--- config.mk ---
export PLATFORM = sky130hd
export DESIGN_NAME = cp0_count_compare
export DESIGN_NICKNAME = d
export VERILOG_FILES = /design/src/rtl/cp0_count_compare_pkg.sv /design/src/rtl/cp0_count_compare_tick_gen.sv /design/src/rtl/cp0_count_compare.sv
export SDC_FILE = /design/constraint.sdc
export NUM_CORES = 1
export LEC_CHECK = 0
export ABC_AREA = 1
export CELL_PAD_IN_SITES_DETAIL_PLACEMENT = 1
export CELL_PAD_IN_SITES_GLOBAL_PLACEMENT = 2
export CORE_UTILIZATION = 29
export DETAILED_ROUTE_END_ITERATION = 10
export HOLD_SLACK_MARGIN = 0.15
export PLACE_DENSITY_LB_ADDON = 0.05
export SLEW_MARGIN = 20
export SYNTH_ARGS = -nofsm -noshare
export SYNTH_HDL_FRONTEND = slang
export SYNTH_SLANG_ARGS = --single-unit
--- constraint.sdc ---
create_clock -name clk -period 2.3 [get_ports clk]
set_input_delay 0.345 -clock clk [delete_from_list [all_inputs] [get_ports clk]]
set_output_delay 0.345 -clock clk [all_outputs]
set_load 0.02 [all_outputs]
--- src/rtl/cp0_count_compare_pkg.sv ---
// Shared CP0 definitions for the Count/Compare timer slice: cp0addr encoding
// ({reg[4:0], sel[1:0]}, common with Cause/Status), reset defaults and widths.
package cp0_count_compare_pkg;

    localparam int unsigned CP0_ADDR_W = 7;
    localparam int unsigned CNT_W_DEF  = 32;

    // Builds a cp0addr from register number and select.
    function automatic logic [CP0_ADDR_W-1:0] cp0addr(input logic [4:0] reg_num,
                                                      input logic [1:0] sel);
        return {reg_num, sel};
    endfunction

    localparam logic [CP0_ADDR_W-1:0] CP0ADDR_COUNT   = {5'd9,  2'd0};
    localparam logic [CP0_ADDR_W-1:0] CP0ADDR_COMPARE = {5'd11, 2'd0};

    localparam logic [CNT_W_DEF-1:0] COUNT_INI   = '0;
    localparam logic [CNT_W_DEF-1:0] COMPARE_INI = '0;

endpackage

--- src/rtl/cp0_count_compare_tick_gen.sv ---
// Count advance enable generator.
// Macro CP0_COUNT_DIV2_EN: defined -> tick every second cycle (phase register,
// tick while phase==1, cleared by a Count write); undefined -> tick every cycle.
// Ports: clk, rst_n (sync, active-low), clr_i (Count write), tick_o (advance enable).
module cp0_tick_gen (
    input  logic clk,
    input  logic rst_n,
    input  logic clr_i,
    output logic tick_o
);

`ifdef CP0_COUNT_DIV2_EN
    logic phase_q;
    logic phase_d;

    // Phase toggles every cycle; a Count write restarts it so the next tick is 2 cycles out.
    always_comb begin
        phase_d = ~phase_q;
        if (clr_i) begin
            phase_d = 1'b0;
        end
    end

    always_ff @(posedge clk) begin
        if (!rst_n) begin
            phase_q <= 1'b0;
        end else begin
            phase_q <= phase_d;
        end
    end

    assign tick_o = phase_q;
`else
    logic unused_c;
    assign unused_c = ^{clk, rst_n, clr_i};
    assign tick_o   = 1'b1;
`endif

endmodule

--- src/rtl/cp0_count_compare.sv ---
// CP0 Count/Compare timer pair with sticky timer interrupt and registered mfc0 reads.
// Optional half-rate Count via macro CP0_COUNT_DIV2_EN (handled in cp0_tick_gen).
// Ports: clk, rst_n (sync, active-low); mtc0_we/cp0_addr/mtc0_data write port;
// mfc0_re/rd_addr read request; cp0_rdata/rd_hit registered read response (latency 1);
// ti timer-interrupt level to Cause.TI.
module cp0_count_compare
    import cp0_count_compare_pkg::*;
#(
    parameter int unsigned       CNT_W       = CNT_W_DEF,
    parameter logic [CNT_W-1:0]  COUNT_RST   = CNT_W'(COUNT_INI),
    parameter logic [CNT_W-1:0]  COMPARE_RST = CNT_W'(COMPARE_INI)
) (
    input  logic                  clk,
    input  logic                  rst_n,
    input  logic                  mtc0_we,
    input  logic [CP0_ADDR_W-1:0] cp0_addr,
    input  logic [CNT_W-1:0]      mtc0_data,
    input  logic                  mfc0_re,
    input  logic [CP0_ADDR_W-1:0] rd_addr,
    output logic [CNT_W-1:0]      cp0_rdata,
    output logic                  rd_hit,
    output logic                  ti
);

    logic             tick;
    logic             count_we;
    logic             compare_we;
    logic             match;
    logic [CNT_W-1:0] count_inc;

    logic [CNT_W-1:0] count_q,   count_d;
    logic [CNT_W-1:0] compare_q, compare_d;
    logic             ti_q,      ti_d;
    logic [CNT_W-1:0] rdata_q,   rdata_d;
    logic             rd_hit_q,  rd_hit_d;

    assign count_we   = mtc0_we && (cp0_addr == CP0ADDR_COUNT);
    assign compare_we = mtc0_we && (cp0_addr == CP0ADDR_COMPARE);

    cp0_tick_gen u_tick_gen (
        .clk    (clk),
        .rst_n  (rst_n),
        .clr_i  (count_we),
        .tick_o (tick)
    );

    // Match looks ahead at the value Count is about to take, so ti rises on the same
    // edge Count lands on Compare; a software Count write never produces a match.
    assign count_inc = count_q + CNT_W'(1);
    assign match     = tick && !count_we && (count_inc == compare_q);

    // Next-state: Count/Compare update, sticky ti, read-before-write response.
    always_comb begin
        count_d   = count_q;
        compare_d = compare_q;
        ti_d      = ti_q;
        rdata_d   = rdata_q;
        rd_hit_d  = rd_hit_q;

        if (count_we) begin
            count_d = mtc0_data;
        end else if (tick) begin
            count_d = count_inc;
        end

        // Compare write beats a coincident match.
        if (compare_we) begin
            compare_d = mtc0_data;
            ti_d      = 1'b0;
        end else if (match) begin
            ti_d = 1'b1;
        end

        if (mfc0_re) begin
            case (rd_addr)
                CP0ADDR_COUNT: begin
                    rdata_d  = count_q;
                    rd_hit_d = 1'b1;
                end
                CP0ADDR_COMPARE: begin
                    rdata_d  = compare_q;
                    rd_hit_d = 1'b1;
                end
                default: begin
                    rdata_d  = '0;
                    rd_hit_d = 1'b0;
                end
            endcase
        end
    end

    always_ff @(posedge clk) begin
        if (!rst_n) begin
            count_q   <= COUNT_RST;
            compare_q <= COMPARE_RST;
            ti_q      <= 1'b0;
            rdata_q   <= '0;
            rd_hit_q  <= 1'b0;
        end else begin
            count_q   <= count_d;
            compare_q <= compare_d;
            ti_q      <= ti_d;
            rdata_q   <= rdata_d;
            rd_hit_q  <= rd_hit_d;
        end
    end

    assign cp0_rdata = rdata_q;
    assign rd_hit    = rd_hit_q;
    assign ti        = ti_q;

endmodule

# Yosys cells after proc, flatten, opt, wreduce, memory -nomap -nowiden
# Index checks and enable logic that the tools add are counted.
# W data, S select, Z words.
dict set report classes {
  addsub 1
  bitwise 1
  n_eq_ne 5
  mux 3
  reduce_logical 6
}
# cell n
set ops {}
lappend ops {{$pmux W32 S2} 1}
lappend ops {{$add A32 B1 Y32 const B} 1}
lappend ops {{$eq A32 B32 Y1} 1}
lappend ops {{$mux W32} 1}
lappend ops {{$eq A7 B6 Y1 const B} 4}
lappend ops {{$reduce_or A2 Y1} 2}
lappend ops {{$logic_and A1 B1 Y1} 3}
lappend ops {{$logic_not A1 Y1} 1}
lappend ops {{$mux W1} 1}
lappend ops {{$not A1 Y1} 1}
dict set report word_totals {
  register_bits 98
  elab_cells 21
  out_inout_bits 34
}

# Longest topological paths before layout
dict set report depth {
  word_depth 4
  ltp_mapped 15
  depth_no_buf 15
}

# Modules after synthesis
# From an unflattened synthesis, not the netlist that was laid out.
dict set report hier_totals {
  hier_cells 900
  hier_area_um2 5771.8
}
# mod instances seq_area_each_um2 cells_each area_each_um2
set by_module_without_submodules {}
lappend by_module_without_submodules {cp0_count_compare 1 1961.9 898 5760.5}
lappend by_module_without_submodules {cp0_tick_gen 1 0.0 2 11.3}

# Least setup slack after synthesis
# Ideal clock, no wire load.
dict set report synth_timing {
  path_type {register -> register}
  start {reg count_q[0]}
  end {reg ti_q, in the netlist ti}
  n_path_buf 0
  period_less_slack_ps 1797
  setup_ps 70
  required_time_ps 2230
  path_stages_with_launch 16
  arrival_ps 1728
  path_slack_ps 503
  cell_sequence {dfxtp_1 -> ha_1 -> nand2_2 -> nor2_8 -> nand2_4 -> nor2_4 -> nand2_1 -> nand2_1 -> nand2_1 -> nand2_1 -> nand2_1 -> nor2_1 -> nand2_1 -> nor2_1 -> nand3_1 -> a21oi_1}
}
dict set report synth_between {
  elab_chain_cells 3
}
# item line
set synth_rtl {}
lappend synth_rtl {{from (decl)} cp0_count_compare.sv:31} ;# logic [CNT_W-1:0] count_q, count_d;
lappend synth_rtl {{from (signal assigned)} cp0_count_compare.sv:100} ;# count_q <= count_d;
lappend synth_rtl {{$add A32 B1 Y32} cp0_count_compare.sv:49} ;# assign count_inc = count_q + CNT_W'(1);
lappend synth_rtl {{$eq A32 B32 Y1} cp0_count_compare.sv:50} ;# assign match = tick && !count_we && (count_inc == compare_q);
lappend synth_rtl {{$logic_and A1 B1 Y1} cp0_count_compare.sv:50}
lappend synth_rtl {{to (signal assigned)} cp0_count_compare.sv:102} ;# ti_q <= ti_d;
lappend synth_rtl {{to (decl)} cp0_count_compare.sv:33} ;# logic ti_q, ti_d;
# Every way passes these cells.
# A chain may end at the register's enable or synchronous reset.

# Worst setup path after layout
dict set report layout_timing {
  start {reg count_q[8]}
  end {reg ti_q, in the netlist ti}
}
# Same word-level chain as after synthesis.

==> flow_summary.ini <==
[global_route]
grt_max_degree = 67
grt_pass1_vias = 6181
grt_pass1_wl_mm = 32.3
antenna_found_initial = 0
grt_usage = 0.212
overflow = 0

[synthesis]
synth_seq_cells = 98
synthDistinctLibCells = 29
seq_area_frac_synth = 0.357
ys.warnings.count = 0
synth-edff-count = 0
syn_area_um2 = 5500
syn-num-nets = 927
synth.avg_cell_area_um2 = 6.27
synth_cells = 876
ys_async_sr_fraction = 0
synth-main-ff-cell = dfxtp_1

[sta]
max_freq_mhz = 464
slew_headroom = 0.365
finalSetupTns_ns = 0
tightest_slew_ns = 0.951
finalHoldViolCount = 0
slew_viol_final = 0
finalCritPeriodShare = 0.937
skew_ns = 0.00940
setup_viol = 0
min_period_ns = 2.16

[clock_network]
worstSkewPairLatency_ns = 0.36
ctsHoldBuffers = 0
cts-root-buf = clkbuf_16
cts.path.max_buffers = 2
htreeDepth = 3
cts_buffers = 9
path_clk_slew_ns = 0.07
cts_tree = yes
cts.sinks = 98

[detailed_routing]
wl_per_cell_um = 16.8
dr.pass1.iters = 4
viasPerCell = 4.93
drtIter0Drc = 234
drc = 0
postRouteAntennaNets = 0
vias = 5929
drt_wl_total_mm = 20.2

[setup_path]
required_ns = 2.59
endpoint_kind = flip-flop
r2r-start = count_q[8]
crit_type = reg2reg
cp-startpoint = count_q[8]
crit_arrival_ns = 2.45
r2r-end = ti
cp-start-kind = flip-flop
critPathMaxFanout = 5
r2r_cells = 13
r2r_slack_ns = 0.14

[finish]
nets = 1021
design_area_um2 = 7160
num_antenna_cells = 0
multi_input_area_um2 = 2940
area_growth_pct = 30.2
drive_above_1_share = 0.0832
regArea_um2 = 1970
n_fill_cell = 2367
postLayoutCoreUtil = 0.392

[pwr]
power_frac_seq = 0.459
peakVddDrop_v = 0.000341
swShare = 0.243
power_density_nw_per_um2 = 536
p_sw_uw = 932
combPwrFrac = 0.104
p_clk_frac = 0.437
finalPower_uw = 3840
p_leak_uw = 0.00321
internal_power_uw = 2900

[floorplanning]
dieHeight_um = 140
start_util = 0.301
die_area_um2 = 19500
die_w_um = 140
core-area_um2 = 18300
rows = 49
io_pins = 84

[hold_path]
hp-class = reg2reg
hold_start = ti
worstHoldEndpoint = ti
holdPathStages = 2

[placed_design]
globalplace.congestion = 0.832
place_hpwl_mm = 14.9
io_buffers = 83
dpl-instance-area_um2 = 6720

[status]
status = completed

[flow_run]
max_cap_violations = 0
[sequential cells by signal, indices dropped and copies added, names as in the netlist]
signal / cells
compare_q: 32
count_q: 32
cp0_rdata: 32
rd_hit: 1
ti: 1
[worst max path at each step]
stage,depth (start not counted),slack [ns],endpoint
floorplan,15,0.50,ti
global placement,15,0.04,ti
detailed placement,15,-0.003,ti
CTS,15,0.03,ti
global route,13,-0.03,ti
finish,13,0.14,ti
[repair_timing]
item                                    4_1_cts  5_1_grt
endpoints found under the hold margin         0        0
pin swaps                                     0        7
endpoints found under the setup margin        1        1
gates resized for setup                       3       17
buffers inserted                              0        9
[through the flow]
stage,instances,setup WS (ns),hold WS [ns]
6_report,1203,0.144,0.462
2_1_floorplan,876,0.503,0.451
4_1_cts,1194,0.0344,0.470
3_5_place_dp,1179,-0.00272,0.459
3_3_place_gp,1179,0.0363,0.452
5_1_grt,1203,-0.0280,0.495
[per-layer routing]
layer	routed length [µm]	global-route usage
met5	0	0
met4	354	0.0677
met3	840	0.0382
met2	9420	0.362
met1	9570	0.271
[cell families (layout without fill, tap and decap cells)]
| family | Yosys count | count (layout) | share of synthesized area |
|---|---|---|---|
| and+or+nand+nor | 404 | 404 | 0.311 |
| AOI/OAI and AO/OA | 193 | 193 | 0.192 |
| DFF | 98 | 98 | 0.357 |
| buffers and inverters | 172 | 270 | 0.117 |
| adders and majority gates | 1 | 1 | 0.00228 |
| xor gates and xnor gates | 8 | 8 | 0.0203 |
[layout by cell type (no fill, tap or decap), types with 2 or more instances in the layout]
cell type / netlist / final
a21oi_1: 42 / 42
a31oi_1: 6 / 6
buf_12: 0 / 3
buf_4: 0 / 33
bufinv_16: 0 / 2
clkbuf_16: 0 / 9
clkdlybuf4s50_1: 0 / 82
clkinv_2: 0 / 2
dfxtp_1: 98 / 94
dfxtp_2: 0 / 2
dfxtp_4: 0 / 2
inv_1: 135 / 135
nand2_1: 186 / 185
nand2_2: 3 / 3
nand2_4: 2 / 2
nand3_1: 70 / 69
nand4_1: 2 / 2
nor2_1: 126 / 120
nor2_2: 4 / 8
nor2_4: 5 / 7
nor3b_1: 2 / 2
o211ai_1: 7 / 7
o21ai_0: 96 / 94
o21ai_1: 1 / 3
o21bai_1: 10 / 10
o22ai_1: 31 / 31
xnor3_1: 3 / 3
xor2_1: 4 / 4
[power groups by stage]
stage	Clock (µW)	Sequential (µW)	Combinational, µW
detailed placement	0	1800	401
floorplan	0	1830	152
global placement	0	1800	393
finish	1680	1760	401
CTS	1740	1760	404
global route	1790	1760	443
[final cells by class]
class                           instances  share of cell area
Multi-Input combinational cell        606               0.410
Sequential cell                        98               0.275
Timing Repair Buffer                  119               0.158
Inverter                              136              0.0713
Tap cell                              229              0.0400
Clock buffer                           10              0.0334
Clock inverter                          5              0.0110
[worst max-delay path, stage by stage, from the launching register on]
cell,delay (ns)
dfxtp_1,0.43
nand2_1,0.14
nor2_1,0.19
nand2_1,0.14
nor2_4,0.21
buf_4,0.15
nand3_1,0.08
nand3_1,0.10
nand2_1,0.11
nor2_1,0.11
nand2_1,0.09
nor2_2,0.14
nand3_1,0.08
a21oi_1,0.12
[Yosys cell counts, drive strengths merged, types with 4 or more instances]
cell / number / area, µm²
clkbuf: 33 / 124
inv: 136 / 510
a21oi: 42 / 210
o21ai: 97 / 485
nor2: 136 / 574
xor2: 4 / 35.0
nand2: 191 / 739
o22ai: 31 / 194
o21bai: 10 / 75.1
o211ai: 7 / 52.6
a31oi: 6 / 37.5
nand3: 70 / 350
dfxtp: 98 / 1960
(Power assumes the default switching activity.)
